[src/rtl/present_decrypt.sv]
// present_decrypt: iterative PRESENT-80 decryption core, one round per cycle.
//
// A request is taken from IDLE. The core first rolls the user key forward to
// the last round key (31 cycles), whitens the ciphertext with it (1 cycle),
// then runs the 31 inverse rounds while rolling the key back (31 cycles).
// When the last inverse round finishes, the key register holds the user key
// again and the plaintext is presented.
//
// Ports:
//   clk_i    in   1   clock, rising edge
//   rst_ni   in   1   asynchronous active-low reset
//   start_i  in   1   decrypt request, sampled only in IDLE
//   key_i    in  80   user key (same key the encryptor uses), sampled with start_i
//   data_i   in  64   ciphertext, sampled with start_i
//   data_o   out 64   plaintext, registered, held until the next completion
//   busy_o   out  1   high while an operation is in progress
//   done_o   out  1   one-cycle completion pulse, data_o valid while high
module present_decrypt (
  input  logic        clk_i,
  input  logic        rst_ni,
  input  logic        start_i,
  input  logic [79:0] key_i,
  input  logic [63:0] data_i,
  output logic [63:0] data_o,
  output logic        busy_o,
  output logic        done_o
);

  typedef enum logic [1:0] {
    IDLE   = 2'd0,
    EXPAND = 2'd1,
    WHITEN = 2'd2,
    ROUND  = 2'd3
  } fsm_t;

  // Forward PRESENT S-box.
  function automatic logic [3:0] sbox(input logic [3:0] x);
    logic [3:0] y;
    case (x)
      4'h0: y = 4'hC;
      4'h1: y = 4'h5;
      4'h2: y = 4'h6;
      4'h3: y = 4'hB;
      4'h4: y = 4'h9;
      4'h5: y = 4'h0;
      4'h6: y = 4'hA;
      4'h7: y = 4'hD;
      4'h8: y = 4'h3;
      4'h9: y = 4'hE;
      4'hA: y = 4'hF;
      4'hB: y = 4'h8;
      4'hC: y = 4'h4;
      4'hD: y = 4'h7;
      4'hE: y = 4'h1;
      4'hF: y = 4'h2;
      default: y = 4'h0;
    endcase
    return y;
  endfunction

  // Inverse PRESENT S-box.
  function automatic logic [3:0] sbox_inv(input logic [3:0] x);
    logic [3:0] y;
    case (x)
      4'h0: y = 4'h5;
      4'h1: y = 4'hE;
      4'h2: y = 4'hF;
      4'h3: y = 4'h8;
      4'h4: y = 4'hC;
      4'h5: y = 4'h1;
      4'h6: y = 4'h2;
      4'h7: y = 4'hD;
      4'h8: y = 4'hB;
      4'h9: y = 4'h4;
      4'hA: y = 4'h6;
      4'hB: y = 4'h3;
      4'hC: y = 4'h0;
      4'hD: y = 4'h7;
      4'hE: y = 4'h9;
      4'hF: y = 4'hA;
      default: y = 4'h0;
    endcase
    return y;
  endfunction

  // One step of the encryptor's key schedule using round counter rc.
  function automatic logic [79:0] key_fwd(input logic [79:0] k, input logic [4:0] rc);
    logic [79:0] t;
    t          = {k[18:0], k[79:19]};
    t[79:76]   = sbox(t[79:76]);
    t[19:15]   = t[19:15] ^ rc;
    return t;
  endfunction

  // Exact inverse of key_fwd for the same rc: undo the xor, the S-box,
  // then rotate right by 61 (written as a left rotate by 19).
  function automatic logic [79:0] key_inv(input logic [79:0] k, input logic [4:0] rc);
    logic [79:0] t;
    t        = k;
    t[19:15] = t[19:15] ^ rc;
    t[79:76] = sbox_inv(t[79:76]);
    return {t[60:0], t[79:61]};
  endfunction

  // Inverse bit permutation: output bit i is taken from where the forward
  // layer would have sent it, 16*i mod 63 (bit 63 stays put).
  function automatic logic [63:0] inv_p(input logic [63:0] d);
    logic [63:0] o;
    logic [5:0]  src;
    o   = 64'd0;
    src = 6'd0;
    for (int i = 0; i < 64; i++) begin
      if (i == 63) begin
        src = 6'd63;
      end else begin
        src = 6'((i * 16) % 63);
      end
      o[6'(i)] = d[src];
    end
    return o;
  endfunction

  // Inverse S-box applied to all sixteen nibbles.
  function automatic logic [63:0] inv_s(input logic [63:0] d);
    logic [63:0] o;
    logic [5:0]  base;
    o    = 64'd0;
    base = 6'd0;
    for (int j = 0; j < 16; j++) begin
      base = 6'(j * 4);
      o[base +: 4] = sbox_inv(d[base +: 4]);
    end
    return o;
  endfunction

  fsm_t        fsm, fsm_nxt;
  logic [4:0]  rc, rc_nxt;
  logic [79:0] k, k_nxt;
  logic [63:0] blk, blk_nxt;
  logic [63:0] data_nxt;
  logic        busy_nxt;
  logic        done_nxt;
  logic [79:0] kn;
  logic [63:0] round_out;

  // Next-state and datapath selection for every register in the core.
  always_comb begin
    fsm_nxt   = fsm;
    rc_nxt    = rc;
    k_nxt     = k;
    blk_nxt   = blk;
    data_nxt  = data_o;
    busy_nxt  = busy_o;
    done_nxt  = 1'b0;
    kn        = key_inv(k, rc);
    round_out = inv_s(inv_p(blk)) ^ kn[79:16];

    case (fsm)
      IDLE: begin
        if (start_i) begin
          fsm_nxt  = EXPAND;
          k_nxt    = key_i;
          blk_nxt  = data_i;
          rc_nxt   = 5'd1;
          busy_nxt = 1'b1;
        end else begin
          fsm_nxt  = IDLE;
          rc_nxt   = 5'd0;
          busy_nxt = 1'b0;
        end
      end

      EXPAND: begin
        k_nxt = key_fwd(k, rc);
        // rc is left at 31: the first inverse round uses the same counter.
        if (rc == 5'd31) begin
          fsm_nxt = WHITEN;
          rc_nxt  = rc;
        end else begin
          fsm_nxt = EXPAND;
          rc_nxt  = rc + 5'd1;
        end
      end

      WHITEN: begin
        blk_nxt = blk ^ k[79:16];
        fsm_nxt = ROUND;
        rc_nxt  = 5'd31;
      end

      ROUND: begin
        k_nxt   = kn;
        blk_nxt = round_out;
        if (rc == 5'd1) begin
          fsm_nxt  = IDLE;
          rc_nxt   = 5'd0;
          data_nxt = round_out;
          busy_nxt = 1'b0;
          done_nxt = 1'b1;
        end else begin
          fsm_nxt  = ROUND;
          rc_nxt   = rc - 5'd1;
        end
      end

      default: begin
        fsm_nxt  = IDLE;
        rc_nxt   = 5'd0;
        busy_nxt = 1'b0;
      end
    endcase
  end

  // State, datapath and output registers with asynchronous clear.
  always_ff @(posedge clk_i or negedge rst_ni) begin
    if (!rst_ni) begin
      fsm    <= IDLE;
      rc     <= 5'd0;
      k      <= 80'd0;
      blk    <= 64'd0;
      data_o <= 64'd0;
      busy_o <= 1'b0;
      done_o <= 1'b0;
    end else begin
      fsm    <= fsm_nxt;
      rc     <= rc_nxt;
      k      <= k_nxt;
      blk    <= blk_nxt;
      data_o <= data_nxt;
      busy_o <= busy_nxt;
      done_o <= done_nxt;
    end
  end

endmodule
[config.mk]
export PLATFORM = sky130hd
export DESIGN_NAME = present_decrypt
export DESIGN_NICKNAME = d
export VERILOG_FILES = /design/src/rtl/present_decrypt.sv
export SDC_FILE = /design/constraint.sdc
export NUM_CORES = 1
export LEC_CHECK = 0
export CORE_MARGIN = 8
export CORE_UTILIZATION = 50
export DETAILED_ROUTE_END_ITERATION = 8
export PLACE_DENSITY = 0.77
export SLEW_MARGIN = 25
export SYNTH_ARGS = -nofsm -noshare
export SYNTH_HDL_FRONTEND = slang
export SYNTH_SLANG_ARGS = --single-unit
[constraint.sdc]
create_clock -name clk_i -period 5 [get_ports clk_i]
set_input_delay 1 -clock clk_i [delete_from_list [all_inputs] [get_ports clk_i]]
set_output_delay 1 -clock clk_i [all_outputs]
set_load 0.1 [all_outputs]
==> reports/metrics.yaml <==
ys_seq_area_share_pct: 39.5
skew_ps: 10.1
synth-xor-area-share_pct: 3.89
place_hpwl_mm: 27.4
setup_tns_ps: 0
synth_top_family_by_area: "compound AO/OA/AOI/OAI gates"
antenna_found_initial: 0
r2r_end: "blk[2]"
cts_hold_buffers: 0
clockRootBuffer: "clkbuf_16"
hold_viol: 0
fin_area_mm2: 0.0141
cp.required_ps: 5370
die_area_mm2: 0.0286
critPathLaunchType: "register"
drv_cap: 0
ctsHtreeMaxLevel: 4
p_int_mw: 3.22
min_path_cells: 2
synth.net_count: 1552
routed_wl_mm: 38.1
hp-start: "data_o[11]"
synth_compound_area_share_pct: 20.5
drive_above_1_share_pct: 5.09
n_antenna_cell: 0
avgSynthCellArea_um2: 8.71
async_flop_share_pct: 100
via_per_inst: 6.00
io_buffers: 180
placementRows: 56
worstRegToRegCells: 6
numCtsBuffers: 17
reg2reg_slack_ps: 1500
p_per_area_mw_per_mm2: 354
final_antenna_net_count: 0
endpoint_kind: "register"
cts_tree: "done"
place.gp.congestion: 0.927
grt_overflow: 0
status: "finished, final reports clean"
finalCritPeriodShare_pct: 70.0
hold_class: "register to register"
seqCellArea_mm2: 0.00463
die_h_um: 169
cts.clk_slew.worst_paths_ps: 70
grt_pass1_vias: 10000
synth_top_area_share_pct: 39.5
ys_warn_count: 0
drc: 0
syn_inst: 1344
coreArea_mm2: 0.0233
slowest_delay_ps: 950
synth-adder-area-share_pct: 6.52
finalMaxSlewViolations: 0
vias: 10600
grt_usage_pct: 26.5
critPathKind: "register to register"
max-slew-margin-rel_pct: 30.1
synth_mux_area_share_pct: 10.1
hold_end: "data_o[11]"
fill_cells: 1965
numClockSinks: 185
area_growth_pct: 20.1
grt_first_pass_wirelength_mm: 58.5
grt_max_degree: 119
swShare_pct: 35.2
first_iter_violations: 1276
synth-simple-area-share_pct: 12.9
p_leak_nw: 6.39
period_needed_ps: 3500
wl_met1_mm: 15.4
initial_utilization_pct: 50.3
dpl_cell_area_mm2: 0.0135
synthTopCellsByCount: "nand2_1, dfrtp_1, a21oi_1"
highest_layer: "met4"
critical_path.max_fanout: 71
power.share.clock_pct: 28.5
multi_input_area_mm2: 0.00634
setup_violations: 0
final_util_pct: 60.5
post_cts_buffers: 0
first_pass_iters: 5
power_frac_seq_pct: 39.8
synth_edf_count: 0
ir_drop_v: 0.000247
netlist_area_mm2: 0.0117
ios: 213
cts_buffer_depth: 2
worst_pin_slew_ps: 1050
synth_top_area_cell: "dfrtp_1"
comb_power_share_pct: 31.6
dr_wl_met2_mm: 17.5
synth_most_common_cell: "nand2_1"
ys_types: 53
wl_per_cell_um: 21.5
fp.dieW_um: 169
arrival_ps: 3870
rsz0062_at_grt: "no"
reg2reg_from: "fsm[1]"
worstPathCellList: "buf_4 > or3b_1 > nor2_1 > or3_1 > a22o_1 > a21oi_1"
switchingPower_mw: 1.75
fmax_mhz: 286
slowest_stage: "dfrtp_4"
dr_wl_met3_mm: 3.39
cts_resized: 0
crit_path_start: "fsm[1]"
fin_nets: 1651
synth_top_flop_cell: "dfrtp_1"
insertion_delay_ps: 440
synth_area_leaders: "dfrtp_1, nand2_1, mux2i_1, ha_1, a21oi_1"
ys_ff_latch: 185
[final cells by class]
| class | instances | area share [%] |
|---|---|---|
| Timing Repair Buffer | 189 | 13.5 |
| Clock inverter | 10 | 1.02 |
| Clock buffer | 20 | 3.25 |
| Tap cell | 319 | 2.84 |
| Multi-Input combinational cell | 1001 | 45.1 |
| Inverter | 49 | 1.33 |
| Sequential cell | 185 | 33.0 |
[sequential cells by signal, indices dropped and copies added, names as in the netlist]
name    cells
data_o     64
k          80
rc          5
fsm         2
blk        32
busy_o      1
done_o      1
[power by group through the flow]
stage | Sequential (mW) | Clock [mW] | Combinational [mW]
final | 1.98 | 1.42 | 1.57
after floorplan | 1.84 | 0 | 1.17
after global routing | 2.00 | 1.48 | 1.76
after global placement | 1.99 | 0 | 1.47
after CTS | 1.97 | 1.42 | 1.56
after detailed placement | 2.00 | 0 | 1.55
[cells in the final DEF (no fill, tap or decap), types with 10 or more instances in the layout]
cell type,n
a211oi_1,28
a21oi_1,142
a22oi_1,25
clkbuf_16,17
clkdlybuf4s50_1,179
dfrtp_1,183
ha_1,61
inv_1,46
mux2i_1,79
mux4_2,15
nand2_1,214
nor2_1,119
nor3_1,12
o211ai_1,11
o21ai_0,131
o21ai_1,22
o22ai_1,13
or3_1,10
xnor2_1,38
xor2_1,14
[worst max-delay path by stage]
stage,end,depth (start not counted),slack (ps)
after floorplan,blk[21],6,2940
after global placement,k[30],6,1560
after detailed placement,k[45],6,1540
after CTS,blk[2],6,1590
after global routing,k[15],5,1340
final,blk[2],6,1500
[worst max-delay path: cells and delay by family, from the launching register on]
kind,cells,cell delay (ps)
buffers and inverters,1,950
and+or+nand+nor,3,1190
DFF,1,950
AOI/OAI and AO/OA,2,280
[metrics by stage]
step	cells	power, mW	worst slack [ps]	hold slack, ps
floorplan	1344	3.01	2940	468
global placement	1743	3.46	1560	460
detailed placement	1743	3.55	1540	464
CTS	1773	4.96	1590	479
global route	1773	5.24	1340	498
finish	1773	4.98	1500	471
[metal layers]
layer / track usage [%] / vias to the layer above
met1: 35.0 / 5119
met4: 12.9 / 0
met5: 0 / -
li1: - / 4857
met3: 5.08 / 88
met2: 41.3 / 579
[cell families after synthesis]
group                      Yosys count
AOI/OAI and AO/OA                  414
and+or+nand+nor                    375
DFF                                185
buffers and inverters              158
muxes                               99
adders and majority gates           61
xor gates and xnor gates            52
Note: power is estimated with default switching activity, not from simulation.
